<file path="src/rtl/avalon.sv">
// Avalon-ST timing adapter: the source has no ready signal, so its words are buffered in a
// small FIFO for a ready-aware sink. Words that arrive while the FIFO is full are dropped and counted.
module avalon #(
  parameter  int DATA_W = 40,
  parameter  int ERR_W  = 7,
  parameter  int DEPTH  = 8,
  localparam int AW     = $clog2(DEPTH)
) (
  input  logic              clk,
  input  logic              reset_n,
  input  logic              in_valid,
  input  logic [DATA_W-1:0] in_data,
  input  logic [ERR_W-1:0]  in_error,
  input  logic              out_ready,
  output logic              out_valid,
  output logic [DATA_W-1:0] out_data,
  output logic [ERR_W-1:0]  out_error,
  output logic [AW:0]       fill_level,
  output logic              overflow,
  output logic [7:0]        drop_count
);

  localparam int PW = DATA_W + ERR_W;
  localparam logic [AW:0] FULL = (AW+1)'(DEPTH);

  logic [PW-1:0] mem [DEPTH];
  logic [AW-1:0] wr_ptr;
  logic [AW-1:0] rd_ptr;
  logic [AW:0]   count;
  logic          push;
  logic          pop;
  logic          drop;

  // A pop in the same cycle frees a slot, so a full FIFO can still take a word.
  assign out_valid = (count != '0);
  assign pop       = out_valid && out_ready;
  assign push      = in_valid && ((count < FULL) || pop);
  assign drop      = in_valid && !push;

  assign {out_data, out_error} = mem[rd_ptr];
  assign fill_level            = count;

  always_ff @(posedge clk or negedge reset_n) begin
    if (!reset_n) begin
      for (int i = 0; i < DEPTH; i++) begin
        mem[i] <= '0;
      end
    end else if (push) begin
      mem[wr_ptr] <= {in_data, in_error};
    end
  end

  // Power-of-two depth lets the pointers wrap naturally.
  always_ff @(posedge clk or negedge reset_n) begin
    if (!reset_n) begin
      wr_ptr <= '0;
      rd_ptr <= '0;
    end else begin
      if (push) wr_ptr <= wr_ptr + AW'(1);
      if (pop)  rd_ptr <= rd_ptr + AW'(1);
    end
  end

  always_ff @(posedge clk or negedge reset_n) begin
    if (!reset_n) begin
      count <= '0;
    end else begin
      case ({push, pop})
        2'b10:   count <= count + (AW+1)'(1);
        2'b01:   count <= count - (AW+1)'(1);
        default: count <= count;
      endcase
    end
  end

  always_ff @(posedge clk or negedge reset_n) begin
    if (!reset_n) begin
      overflow   <= 1'b0;
      drop_count <= 8'd0;
    end else if (drop) begin
      overflow <= 1'b1;
      if (drop_count != 8'hFF) drop_count <= drop_count + 8'd1;
    end
  end

endmodule

</file>
<file path="config.mk">
export PLATFORM = sky130hd
export DESIGN_NAME = avalon
export DESIGN_NICKNAME = d
export VERILOG_FILES = /design/src/rtl/avalon.sv
export SDC_FILE = /design/constraint.sdc
export NUM_CORES = 1
export LEC_CHECK = 0
export ABC_AREA = 1
export CAP_MARGIN = 20
export CORE_MARGIN = 10
export CORE_UTILIZATION = 50
export DETAILED_ROUTE_END_ITERATION = 7
export DONT_BUFFER_PORTS = 1
export PLACE_DENSITY = 0.71
export RECOVER_POWER = 100
export SETUP_SLACK_MARGIN = 0.05
export SKIP_CTS_REPAIR_TIMING = 1
export SLEW_MARGIN = 20
export SYNTH_ARGS = -nofsm -noshare
export SYNTH_HDL_FRONTEND = slang
export SYNTH_SLANG_ARGS = --single-unit
</file>
<file path="constraint.sdc">
create_clock -name clk -period 2.65 [get_ports clk]
set_clock_uncertainty 0.2 [all_clocks]
set_input_delay 0 -clock clk [delete_from_list [all_inputs] [get_ports clk]]
set_output_delay 0 -clock clk [all_outputs]
set_load 0.01 [all_outputs]
</file>
-- Word level (Yosys, flattened, before mapping)
Index checks and enable logic that the tools add are counted.
- flip-flop bits (word level): 395
- latch bits: 0
- memory bits (writable): 0
- ROM bits: 0
- memories: 0
- $add $sub $neg: 5
- $mul: 0
- divide/modulo/power cells: 0
- order comparisons: 4
- eq/ne operators: 3
- shifts and indexed selects: 0
- muxes and demuxes: 7
- bitwise gates (word level): 2
- reduce and logical (&&, ||, !) cells: 9
- operators with widths (operator ; count):
    $bwmux W376 ; 1
    $bmux W47 S3 ; 1
    $demux W47 S3 ; 1
    $mux W47 ; 3
    $add A8 B1 Y8 const B ; 1
    $ge A4 B4 Y1 const B ; 2
    $ne A8 B8 Y1 const B ; 1
    $not A3 Y4 ; 2
    $pmux W4 S2 ; 1
    $add A3 B1 Y3 const B ; 2
    $add A4 B1 Y4 const B ; 1
    $logic_and A1 B1 Y1 ; 4
    $lt A4 B1 Y1 const B ; 1
    $lt A4 B4 Y1 const B ; 1
    $reduce_bool A4 Y1 ; 1
    $sub A4 B1 Y4 const B ; 1
    $eq A2 B1 Y1 const B ; 1
    $eq A2 B2 Y1 const B ; 1
    $reduce_and A2 Y1 ; 1
    $reduce_bool A2 Y1 ; 1
    $logic_not A1 Y1 ; 1
    $logic_or A1 B1 Y1 ; 1

-- Logic depth before layout (Yosys ltp)
- depth in word-level cells: 7
- gate-level depth with buffers: 13

-- Least setup slack after synthesis
Ideal clock, no wire load.
- path kind: register -> register
- start: register count[1] (netlist: fill_level[1])
- end: register count[3] (netlist: fill_level[3])
- setup time: 0.116 ns
- arrival time: 1.911 ns
- path slack: 0.422 ns
- cell stages (with the launch flop): 12
- cell sequence: dfrtp_1 -> inv_1 -> nand3_1 -> nand2_1 -> inv_1 -> ha_1 -> ha_1 -> or2_2 -> nand3_1 -> nand2_1 -> nand2_1 -> nand2_1
- word-level cells in the longest chain between the ends: 6
- elaborated cells on any way between the ends: 11
- RTL lines (what ; line ; source):
    start: declaration ; 29 ; logic [AW:0] count;
    start signal: assignment ; 69 ; 2'b10: count <= count + (AW+1)'(1);
    start signal: assignment ; 70 ; 2'b01: count <= count - (AW+1)'(1);
    start signal: assignment ; 71 ; default: count <= count;
    $reduce_bool A4 Y1 (*) ; 35 ; assign out_valid = (count != '0);
    named net out_valid ; 15 ; output logic out_valid,
    $logic_and A1 B1 Y1 (*) ; 36 ; assign pop = out_valid && out_ready;
    named net pop ; 31 ; logic pop;
    $logic_or A1 B1 Y1 ; 37 ; assign push = in_valid && ((count < FULL) || pop);
    $logic_and A1 B1 Y1 ; 37 ;
    $eq A2 B1 Y1 or $eq A2 B2 Y1 (tied branches) ; 68 ; case ({push, pop})
    $pmux W4 S2 or $reduce_bool A2 Y1 (tied branches) ; n/a ;
The timed path passes the listed nets; every way through them passes the cells marked *.
A chain may end at the register's enable or synchronous reset.

-- Worst setup path after layout
Ends and elaborated chain as after synthesis.

==> results_dict.tcl <==
set metrics [dict create \
    outcome "finished with violations" \
    violations "negative hold slack" \
    synth_top_area_share 0.534 \
    max_stage_delay_ns 0.45 \
    worstReg2RegStart "fill_level[1]" \
    worst_pin_slew_ns 1.20 \
    worstSetupEndpoint "fill_level[3]" \
    ios 112 \
    yosys.area.top_type "dfrtp_1" \
    fillers 3356 \
    fp.dieW_um 212 \
    rows 70 \
    avgSynthCellArea_um2 8.11 \
    die_h_um 212 \
    setup_viol 0 \
    tns_ns 0 \
    ant_nets 0 \
    place.gp.congestion 0.798 \
    max_clock_freq_mhz 404 \
    grt_use_total 0.207 \
    core_area_um2 36500 \
    crit_arrival_ns 2.71 \
    post-route-util 0.558 \
    final_cell_mix "nand2_1, dfrtp_1, o21ai_0" \
    ys_types 27 \
    antenna_found_initial 1 \
    grt_pass1_vias 13900 \
    power_density_nw_per_um2 1290 \
    drive_gt1_frac 0.0465 \
    clock-root-buffer "clkbuf_16" \
    layout_commonest_cell "nand2_1" \
    grt_start_max_net_pins 396 \
    path_buf_inv 2 \
    min_period_ns 2.48 \
    path_clk_slew_ns 0.06 \
    syn_inst 2280 \
    synth_edf_count 0 \
    dp_hpwl_um 24900 \
    max_cap_violations 0 \
    regArea_um2 9890 \
    cp.required_ns 2.89 \
    crit_slowest_cell "dfrtp_1" \
    num-nets-final 2308 \
    post-place-ws_ns 0.181 \
    leakagePower_uw 0.00980 \
    r2r_cells 11 \
    finalWorstSetupSlack_ns 0.174 \
    yosys_warnings 0 \
    hold-worst-slack_ns -1.05 \
    timing.rr.end "fill_level[3]" \
    min_path_type "in2async" \
    rsz0062_at_grt "no" \
    drtIter0Drc 1357 \
    syn2layout_area_growth_pct 10.2 \
    yosysSeqAreaShare 0.534 \
    syn_area_um2 18500 \
    ys_seq_elements 395 \
    path_cells "inv_1 -> nand3_1 -> nand2_1 -> inv_1 -> ha_1 -> ha_1 -> or2_2 -> nand3_1 -> nand2_1 -> nand2_1 -> nand2_1" \
    clk_latency_ns 0.55 \
    ir_drop_uv 1140 \
    slew_headroom 0.199 \
    viasPerCell 5.34 \
    syn_nets 2338 \
    cp_max_fo 4 \
    initial_utilization 0.507 \
    crit_top_cell "nand2_1" \
    cts.sinks 395 \
    hold_viol 395 \
    cts-htree-levels 2 \
    start_kind "flop" \
    die-area_um2 45100 \
    routed_wl_um 46100 \
    gr-total-overflow 0 \
    finalCritPeriodShare 0.934 \
    drtPass1Iterations 7 \
    critical_path_class "reg2reg" \
    worstSetupEndpointType "flop" \
    numCtsBuffers 44 \
    grt_pass1_wl_um 75400 \
    synth-async-reset-ratio 1.00 \
    design_area_um2 20400 \
    r2r_slack_ns 0.17 \
    crit_family "simple AND/OR/NAND/NOR gates" \
    multiInputGateArea_um2 6940 \
    drc 0 \
    slew_violations 0 \
    cts_tree "yes" \
    synthFlopType "dfrtp_1" \
    wl_per_cell_um 16.8 \
    yosys-top-cells-area "dfrtp_1, nand2_1, o21ai_0" \
    crit_start "fill_level[1]" \
    place_area_um2 18600 \
    crit_cells 11 \
    num_vias 14700 \
    ctsLongestPathBuffers 3 \
    io_buffers 0 \
]
==> area by class of cell <==
cell class,count,area share
Clock inverter,15,0.00516
Tap cell,468,0.0287
Inverter,212,0.0391
Multi-Input combinational cell,1519,0.341
Timing Repair Buffer,78,0.0397
Antenna cell,1,0.000123
Clock buffer,62,0.0613
Sequential cell,395,0.485
==> report_power, final <==
part	switching [uW]	internal, uW
combinational	6940	3400
clock	2400	3370
sequential	1320	8860
total	10700	15600
==> worst min path at each step <==
stage / end / slack, ns / cells after the start
floorplan: drop_count[0] / -0.50 / 0
global placement: mem[103] / -0.48 / 0
detailed placement: mem[9] / -0.48 / 0
CTS: mem[9] / -1.06 / 0
global route: mem[9] / -1.06 / 0
finish: mem[9] / -1.05 / 0
==> per-layer routing <==
layer / wire length [um] / part of all wire / track usage
met1: 20800 / 0.45 / 0.280
met2: 21600 / 0.47 / 0.332
met3: 2780 / 0.060 / 0.0429
met4: 832 / 0.018 / 0.0576
met5: 0 / 0 / 0
==> per-stage QoR <==
| step | cells | hold slack (ns) | total power (uW) |
|---|---|---|---|
| after floorplan | 2280 | -0.496 | 18100 |
| after global placement | 2618 | -0.478 | 20300 |
| after detailed placement | 2618 | -0.480 | 20700 |
| after CTS | 2695 | -1.06 | 26600 |
| after global routing | 2750 | -1.06 | 28600 |
| final | 2750 | -1.05 | 26300 |
==> state kept, by name, summed over array words and instances (netlist names) <==
register / flops
fill_level: 4
rd_ptr: 3
wr_ptr: 3
overflow: 1
mem: 376
drop_count: 8
==> synthesized netlist by cell type (4+ instances only) <==
| master | instances |
|---|---|
| a21oi_1 | 47 |
| buf_1 | 4 |
| buf_2 | 76 |
| buf_4 | 22 |
| buf_6 | 16 |
| clkbuf_1 | 36 |
| dfrtp_1 | 395 |
| ha_1 | 6 |
| inv_1 | 208 |
| nand2_1 | 757 |
| nand3_1 | 12 |
| nor2_1 | 149 |
| nor2_2 | 5 |
| o211ai_1 | 141 |
| o21ai_0 | 305 |
| o21ai_1 | 78 |
| xor2_1 | 4 |
==> logic make-up after synthesis <==
group           after synthesis  synth area share
xor+xnor                      7           0.00331
compound gates              571             0.174
simple gates                934             0.193
buf+inv                     366            0.0905
fa+ha+maj                     7           0.00514
flops                       395             0.534
(Power assumes the default switching activity.)
